File: src/rtl/tomasula_types.sv
`default_nettype none
// ============================================================================
//  Package     : tomasula_types
//  Description : Shared types for the Tomasulo front end (operation classes).
//  Revision    : 1.0 - initial release
// ============================================================================
package tomasula_types;
    typedef enum logic [1:0] {
        OP_ALU    = 2'd0,
        OP_LD     = 2'd1,
        OP_ST     = 2'd2,
        OP_BRANCH = 2'd3
    } op_t;
endpackage
`default_nettype wire

File: src/rtl/instr_queue.sv
`default_nettype none
// ============================================================================
//  Module      : instr_queue
//  Description : Decoded-instruction FIFO feeding the Tomasulo issue point.
//                Issues the head in order (ROB allocate + station load in the
//                same cycle) and empties on a branch mispredict.
//  Revision    : 1.0 - initial release
// ============================================================================
module instr_queue
    import tomasula_types::*;
#(
    parameter int DEPTH = 8,
    parameter int PTR_W = $clog2(DEPTH)
) (
    input  logic             clk,
    input  logic             rst,
    input  logic             in_valid,
    output logic             in_ready,
    input  op_t              in_op,
    input  logic [4:0]       in_rd,
    input  logic [4:0]       in_rs1,
    input  logic [4:0]       in_rs2,
    input  logic [4:0]       in_st_src,
    input  logic [31:0]      in_imm,
    input  logic             rob_full,
    input  logic             rs_full_alu,
    input  logic             rs_full_mem,
    input  logic             rs_full_br,
    input  logic             branch_mispredict,
    input  logic [2:0]       flush_tag,
    output logic             rob_load,
    output op_t              instr_type,
    output logic [4:0]       rd,
    output logic [4:0]       st_src,
    output logic             rs_load_alu,
    output logic             rs_load_mem,
    output logic             rs_load_br,
    output logic [4:0]       issue_rs1,
    output logic [4:0]       issue_rs2,
    output logic [31:0]      issue_imm,
    output logic [2:0]       issue_tag,
    output logic [PTR_W:0]   iq_count
);

    localparam logic [PTR_W:0] FULL_CNT = (PTR_W+1)'(DEPTH);

    // Entry storage; no reset needed, validity is tracked by count_q.
    op_t         op_mem_q  [DEPTH];
    logic [4:0]  rd_mem_q  [DEPTH];
    logic [4:0]  rs1_mem_q [DEPTH];
    logic [4:0]  rs2_mem_q [DEPTH];
    logic [4:0]  st_mem_q  [DEPTH];
    logic [31:0] imm_mem_q [DEPTH];

    logic [PTR_W-1:0] head_q, head_d;
    logic [PTR_W-1:0] tail_q, tail_d;
    logic [PTR_W:0]   count_q, count_d;
    logic [2:0]       tag_q, tag_d;

    logic w_empty;
    logic w_enq;
    logic w_issue;
    logic w_is_mem;
    logic w_is_br;
    logic w_tgt_full;

    assign w_empty    = (count_q == '0);
    assign in_ready   = (count_q != FULL_CNT);
    assign w_enq      = in_valid && in_ready && !branch_mispredict && !rst;

    assign instr_type = op_mem_q[head_q];
    assign rd         = rd_mem_q[head_q];
    assign st_src     = st_mem_q[head_q];
    assign issue_rs1  = rs1_mem_q[head_q];
    assign issue_rs2  = rs2_mem_q[head_q];
    assign issue_imm  = imm_mem_q[head_q];
    assign issue_tag  = tag_q;
    assign iq_count   = count_q;

    assign w_is_mem   = (instr_type == OP_LD) || (instr_type == OP_ST);
    assign w_is_br    = (instr_type == OP_BRANCH);
    assign w_tgt_full = w_is_mem ? rs_full_mem : (w_is_br ? rs_full_br : rs_full_alu);
    assign w_issue    = !w_empty && !rob_full && !w_tgt_full && !branch_mispredict && !rst;

    assign rob_load    = w_issue;
    assign rs_load_mem = w_issue && w_is_mem;
    assign rs_load_br  = w_issue && w_is_br;
    assign rs_load_alu = w_issue && !w_is_mem && !w_is_br;

    // Write the incoming instruction at the tail slot.
    always_ff @(posedge clk) begin
        if (w_enq) begin
            op_mem_q[tail_q]  <= in_op;
            rd_mem_q[tail_q]  <= in_rd;
            rs1_mem_q[tail_q] <= in_rs1;
            rs2_mem_q[tail_q] <= in_rs2;
            st_mem_q[tail_q]  <= in_st_src;
            imm_mem_q[tail_q] <= in_imm;
        end
    end

    // Pointer, occupancy and tag next-state; a flush overrides push and pop.
    always_comb begin
        head_d  = head_q;
        tail_d  = tail_q;
        count_d = count_q;
        tag_d   = tag_q;
        if (branch_mispredict) begin
            head_d  = '0;
            tail_d  = '0;
            count_d = '0;
            tag_d   = flush_tag;
        end else begin
            if (w_issue) begin
                head_d = head_q + PTR_W'(1);
                tag_d  = tag_q + 3'd1;
            end
            if (w_enq) begin
                tail_d = tail_q + PTR_W'(1);
            end
            case ({w_enq, w_issue})
                2'b10:   count_d = count_q + (PTR_W+1)'(1);
                2'b01:   count_d = count_q - (PTR_W+1)'(1);
                default: count_d = count_q;
            endcase
        end
    end

    // State register with synchronous reset.
    always_ff @(posedge clk) begin
        if (rst) begin
            head_q  <= '0;
            tail_q  <= '0;
            count_q <= '0;
            tag_q   <= '0;
        end else begin
            head_q  <= head_d;
            tail_q  <= tail_d;
            count_q <= count_d;
            tag_q   <= tag_d;
        end
    end

endmodule
`default_nettype wire

File: config.mk
export PLATFORM = sky130hd
export DESIGN_NAME = instr_queue
export DESIGN_NICKNAME = d
export VERILOG_FILES = /design/src/rtl/tomasula_types.sv /design/src/rtl/instr_queue.sv
export SDC_FILE = /design/constraint.sdc
export NUM_CORES = 1
export LEC_CHECK = 0
export BUFFER_PORTS_ARGS = -buffer_cell sky130_fd_sc_hd__buf_2
export CAP_MARGIN = 15
export CORE_MARGIN = 2
export CORE_UTILIZATION = 43
export CTS_BUF_LIST = sky130_fd_sc_hd__clkbuf_16
export DETAILED_ROUTE_END_ITERATION = 7
export GPL_ROUTABILITY_DRIVEN = 0
export PLACE_DENSITY = 0.72
export SYNTH_ARGS = -nofsm -noshare
export SYNTH_HDL_FRONTEND = slang
export SYNTH_SLANG_ARGS = --single-unit
File: constraint.sdc
create_clock -name clk -period 9.1 [get_ports clk]
set_input_delay 2.73 -clock clk [delete_from_list [all_inputs] [get_ports clk]]
set_output_delay 2.73 -clock clk [all_outputs]
set_load 0.05 [all_outputs]
==> results.json, run 1 <==
{
  "via_count": 7758,
  "rsz0062_at_grt": "false",
  "ys_warn_count": 0,
  "hold_path_depth": 1,
  "start_kind": "input pin",
  "power.net_switching_w": 0.000810,
  "synthToLayoutAreaGrowth_pct": 16.1,
  "syn_area_per_cell_um2": 23.4,
  "grt_pass1_wl_mm": 49.6,
  "synth_top_area_cell": "edfxtp_1",
  "cts_root_buffer": "clkbuf_16",
  "synth_area_leaders": "edfxtp_1, mux4_2, mux2_2",
  "cp_cell_sequence": "buf_2, or2_4, nor3_2, nand2_1, nor3_1, buf_2",
  "dr.pass1.iters": 5,
  "finClkSkew_ns": 0.0288,
  "clock.fmax_mhz": 144,
  "io_pins": 131,
  "post-route-min-period_ns": 6.96,
  "port_buffers": 130,
  "setup_slack_ns": 2.14,
  "cellPowerDensity_nw_per_um2": 210,
  "wl_mm": 32.4,
  "maxCapViolCount": 0,
  "worstPathArrival_ns": 4.23,
  "worst-slew-pin-transition_ns": 1.02,
  "drc": 0,
  "critPathCaptureType": "output port",
  "dp_slack_ns": 2.14,
  "power_frac_clock_pct": 42.8,
  "cp.buffers_inverters": 2,
  "cp-startpoint": "branch_mispredict",
  "clock-sinks": 448,
  "rr_endpoint": "iq_count[2]",
  "gr-total-overflow": 0,
  "die_area_um2": 41300,
  "clk_pin_slew_worst_paths_ns": 0.06,
  "finalSetupTns_ns": 0,
  "async_reset_ff_share_pct": 0,
  "rrSetupSlack_ns": 5.11,
  "synth-main-ff-cell": "edfxtp_1",
  "p_comb_share_pct": 2.5,
  "slew_headroom_pct": 32.3,
  "ys_seq_area_share_pct": 77.9,
  "finalSetupViolations": 0,
  "synth.ff_latch_count": 448,
  "dr.first_iter.drc_count": 567,
  "die_h_um": 203,
  "cts_max_level": 2,
  "worstHoldPathType": "flip-flop to flip-flop",
  "numCtsBuffers": 45,
  "slew_violations": 0,
  "swShare_pct": 19.5,
  "netlist_instances": 730,
  "synth.top_cell.area_share_pct": 76.0,
  "cts_hold_buf": 0,
  "cpMostUsedCell": "buf_2",
  "synth_commonest_cells": "edfxtp_1, mux4_2, mux2_2",
  "synth.most_common_cell": "edfxtp_1",
  "clk_latency_ns": 0.56,
  "coreArea_um2": 38900,
  "chipWidth_um": 203,
  "final_layout_size_suffix_gt1_share_pct": 41.7,
  "reg2reg_depth": 14,
  "antenna_found_initial": 5,
  "ant_nets": 0,
  "clockBufferDepth": 3,
  "wl_per_cell_um": 22.5,
  "max-vdd-ir-drop_v": 0.000124,
  "whs_ns": 0.456,
  "nFillCells": 3112,
  "critPathRequiredTime_ns": 6.37,
  "grtUsageTotal_pct": 16.0,
  "worstPathMaxFanout": 12,
  "p_int_w": 0.00335,
  "synth_area_um2": 17100,
  "min-delay-start": "head_q[2]",
  "placed_area_um2": 18400,
  "cts_tree": "yes",
  "cts_resized": 0,
  "synthesis.nets": 802,
  "p_leak_nw": 6.34,
  "vias_per_cell": 5.39,
  "grt_max_degree": 58,
  "status": "finished clean",
  "critPathKind": "input pin to output port",
  "place_inst": 1356,
  "start_util_pct": 43.9,
  "slowest_delay_ns": 0.39,
  "critPathSlowestCell": "nor3_2",
  "synth_cell_types": 40,
  "synth_edf_count": 432,
  "dp_hpwl_mm": 17.1,
  "instances_no_fill": 1440,
  "fp-row-count": 72,
  "cpLargestDelayFamily": "simple AND/OR/NAND/NOR gates",
  "post_cts.repair.setup_buffers": 0,
  "stdcell_area_um2": 19800,
  "fin_crit_sh_pct": 76.5,
  "final_hold_viol_count": 0,
  "fin_nets": 958,
  "grt_pass1_vias": 8347,
  "seq_power_share_pct": 54.7
}
[worst max-delay path by stage]
stage                       to  depth (start not counted)
6_report           rs_load_alu                          6
5_1_grt            rs_load_alu                          6
4_1_cts            rs_load_alu                          6
3_5_place_dp       rs_load_alu                          6
3_3_place_gp       rs_load_alu                          6
2_1_floorplan  imm_mem_q[0][0]                          4
[logic make-up (layout without fill, tap and decap cells)]
group                    after synthesis  in the layout  share of synthesized area (%)
other                                  0              1                              0
buffers and inverters                 36            227                           1.02
adder cells (fa/ha/maj)                7              7                          0.513
AO/OA/AOI/OAI                         23             23                          0.821
XOR/XNOR                               5              5                          0.256
flip-flops                           448            448                           77.9
AND/OR/NAND/NOR                       46             46                           1.55
multiplexers                         165            165                           18.0
[power groups by stage]
stage	Sequential (W)	Combinational (W)	Clock [W]
5_1_grt	0.00227	0.000112	0.00191
6_report	0.00227	0.000103	0.00178
3_3_place_gp	0.00232	0.000100	0
2_1_floorplan	0.00232	0.0000488	0
3_5_place_dp	0.00232	0.000104	0
4_1_cts	0.00227	0.000104	0.00183
[per-stage QoR]
step	total power (W)	util [%]
after floorplan	0.00237	-
final	0.00416	50.9
after detailed placement	0.00242	47.2
after global routing	0.00429	50.9
after CTS	0.00420	50.9
after global placement	0.00242	47.2
[state kept, by name, indices dropped and copies added, names as in the netlist, named ones only]
name	count
tail_q	3
iq_count	4
rd_mem_q	40
op_mem_q	16
imm_mem_q	256
head_q	3
rs1_mem_q	40
issue_tag	3
st_mem_q	40
rs2_mem_q	40
[metal layers]
metal  track usage (%)  share of wire (%)
met2              26.1                 49
met4              4.87                2.3
met5                 0               0.15
met3              3.79                5.5
met1              21.6                 43
[area by class of cell]
type	count	area, um2	area share (%)
repair buffers	142	753	3.80
inverters	3	11.3	0.0568
diodes	1	2.50	0.0126
well taps	518	648	3.27
clock inverters	35	265	1.34
flip-flops and latches	448	13300	67.1
clock buffers	47	1180	5.93
multi-input cells	246	3660	18.5
[cells in the final DEF (no fill, tap or decap), types with 5 or more instances in the layout]
cell       count
clkinv_2      10
buf_2        130
a21oi_1        7
clkinv_1       6
ha_1           7
nand2_1        7
nand3_1        5
edfxtp_1     432
mux2_2        54
dfxtp_1       13
mux4_2       108
o21ai_0        9
inv_1         15
xor2_1         5
nor2_1         5
clkbuf_16     47
buf_4         11
nor2_4         6
(Power assumes the default switching activity.)
==> inputs of run 2 (changes only) <==
--- a/config.mk
+++ b/config.mk
@@ -12,7 +12,7 @@
 export CTS_BUF_LIST = sky130_fd_sc_hd__clkbuf_16
 export DETAILED_ROUTE_END_ITERATION = 7
 export GPL_ROUTABILITY_DRIVEN = 0
-export PLACE_DENSITY = 0.72
+export PLACE_DENSITY = 0.75
 export SYNTH_ARGS = -nofsm -noshare
 export SYNTH_HDL_FRONTEND = slang
 export SYNTH_SLANG_ARGS = --single-unit
==> constraint.sdc (replaced) <==
create_clock -name clk -period 6.05 [get_ports clk]
set_input_delay 1.815 -clock clk [delete_from_list [all_inputs] [get_ports clk]]
set_output_delay 1.815 -clock clk [all_outputs]
set_load 0.05 [all_outputs]
==> run 2 against run 1 <==
  * Critical path depth unchanged
  * First-iteration DRC count up 15%
  * Core utilization about the same
  * Clock skew down 0.018 ns
  * Die area unchanged
  * Count of clock-buffer cells in the layout unchanged
  * Cell area about the same
  * Final cell count unchanged
  * Sequential share of layout area about the same
  * Worst setup slack worse by 1.2 ns
  * Critical endpoint unchanged
  * Largest power group unchanged
  * Highest routed layer unchanged
==> results.json, run 2 (synthesis results as in run 1) <==
{
  "largest_reg_flops": 256,
  "rrSetupSlack_ns": 2.33,
  "finClkSkew_ns": 0.0105,
  "hold_path_depth": 1,
  "setup_slack_ns": 0.934,
  "final_layout_size_suffix_gt1_share_pct": 41.5,
  "cts_tree": "yes",
  "worstHoldPathType": "flip-flop to flip-flop",
  "whs_ns": 0.467,
  "maxCapViolCount": 0,
  "power.net_switching_w": 0.00121,
  "critPathKind": "input pin to output port",
  "final_common_cell": "edfxtp_1",
  "cts_resized": 0,
  "min-delay-start": "head_q[2]",
  "chipWidth_um": 203,
  "finalSetupViolations": 0,
  "final_cell_mix": "edfxtp_1, buf_2, mux4_2, mux2_2, clkbuf_16",
  "finalSetupTns_ns": 0,
  "swShare_pct": 19.6,
  "vias_per_cell": 5.38,
  "grt_pass1_vias": 8299,
  "die_area_um2": 41300,
  "io_pins": 131,
  "cpMostUsedCell": "buf_2",
  "via_count": 7744,
  "clock-sinks": 448,
  "rsz0062_at_grt": "false",
  "cts_hold_buf": 0,
  "seq_power_share_pct": 55.6,
  "clock.fmax_mhz": 195,
  "max-vdd-ir-drop_v": 0.000201,
  "cts_root_buffer": "clkbuf_16",
  "reg2reg_depth": 14,
  "critPathCaptureType": "output port",
  "fp-row-count": 72,
  "gr-total-overflow": 0,
  "post_cts.repair.setup_buffers": 0,
  "die_h_um": 203,
  "slew_headroom_pct": 33.4,
  "fin_crit_sh_pct": 84.6,
  "critPathRequiredTime_ns": 4.24,
  "largest_register": "imm_mem_q",
  "p_total_w": 0.00616,
  "dr.first_iter.drc_count": 653,
  "slowest_delay_ns": 0.42,
  "clockBufferDepth": 3,
  "ant_nets": 0,
  "drc": 0,
  "power_frac_clock_pct": 41.9,
  "fin_nets": 961,
  "rr_endpoint": "iq_count[2]",
  "wl_mm": 32.2,
  "cts_max_level": 2,
  "port_buffers": 130,
  "status": "finished clean",
  "wl_per_cell_um": 22.3,
  "p_leak_nw": 6.31,
  "p_comb_share_pct": 2.5,
  "post-route-util_pct": 51.0,
  "worstPathMaxFanout": 12,
  "dr.pass1.iters": 5,
  "coreArea_um2": 38900,
  "synthToLayoutAreaGrowth_pct": 16.2,
  "p_int_w": 0.00495,
  "numCtsBuffers": 45,
  "worstPathArrival_ns": 3.30,
  "slew_violations": 0,
  "dp_slack_ns": 0.955,
  "critPathSlowestCell": "nor3_2",
  "clk_pin_slew_worst_paths_ns": 0.05,
  "dp_hpwl_mm": 16.8,
  "start_kind": "input pin",
  "grt_max_degree": 55,
  "cellPowerDensity_nw_per_um2": 310,
  "clk_latency_ns": 0.54,
  "post-route-min-period_ns": 5.12,
  "antenna_found_initial": 7,
  "start_util_pct": 43.9,
  "grt_pass1_wl_mm": 48.8,
  "grtUsageTotal_pct": 15.8,
  "worst-slew-pin-transition_ns": 0.998,
  "nFillCells": 3052,
  "cp_cell_sequence": "buf_2, or2_4, nor3_2, nand2_1, nor3_1, buf_2",
  "final_hold_viol_count": 0
}
run 2: cell types whose count changed in the layout (fill, tap and decap cells not counted):
cell	before	now
inv_6	1	3
clkinvlp_4	1	2
inv_1	15	13
diode_2	1	2
nor3_2	3	1
clkinv_2	10	4
buf_12	1	4
bufinv_16	4	2
nor3_4	0	2
inv_8	1	0
clkinv_4	0	1
clkinv_1	6	9
run 2: metrics by stage:
| step | instances | area [um2] |
|---|---|---|
| global route | 1439 | 19800 |
| detailed placement | 1360 | 18500 |
| floorplan | 730 | 17100 |
| CTS | 1438 | 19800 |
| global placement | 1360 | 18500 |
| finish | 1440 | 19800 |
run 2: worst max-delay path, delay by kind of cell:
family / cells / cell delay, ns
buffers and inverters: 2 / 0.42
and+or+nand+nor: 4 / 1.06
run 2: per-layer routing:
layer,part of all wire [%],track usage (%),wire (um),vias up
met5,0.21,0,69,-
met4,1.9,4.51,596,10
met3,5.3,3.90,1700,55
met2,50,26.4,16000,185
met1,43,20.8,13800,4084
li1,-,-,-,3410
run 2: final cells by class:
class	count	area, um2	share of cell area (%)
flip-flops and latches	448	13300	67.1
well taps	518	648	3.27
repair buffers	145	813	4.10
clock inverters	31	201	1.02
inverters	3	11.3	0.0568
multi-input cells	246	3670	18.5
diodes	2	5.00	0.0252
clock buffers	47	1180	5.93
run 2: worst max path at each step:
| stage | startpoint | to | slack [ns] | cells after the start |
|---|---|---|---|---|
| after floorplan | branch_mispredict | rs_load_alu | 0.68 | 4 |
| after global placement | branch_mispredict | rs_load_alu | 1.02 | 6 |
| after detailed placement | branch_mispredict | rs_load_alu | 0.96 | 6 |
| after CTS | branch_mispredict | rs_load_alu | 0.95 | 6 |
| after global routing | flip-flop | rs_load_alu | 0.80 | 8 |
| final | branch_mispredict | rs_load_alu | 0.93 | 6 |
run 2: power by group through the flow:
stage	logic (W)	registers [W]	clock network (W)
floorplan	0.0000735	0.00349	0
global placement	0.000150	0.00348	0
detailed placement	0.000156	0.00349	0
CTS	0.000157	0.00342	0.00264
global route	0.000168	0.00342	0.00277
finish	0.000155	0.00342	0.00258
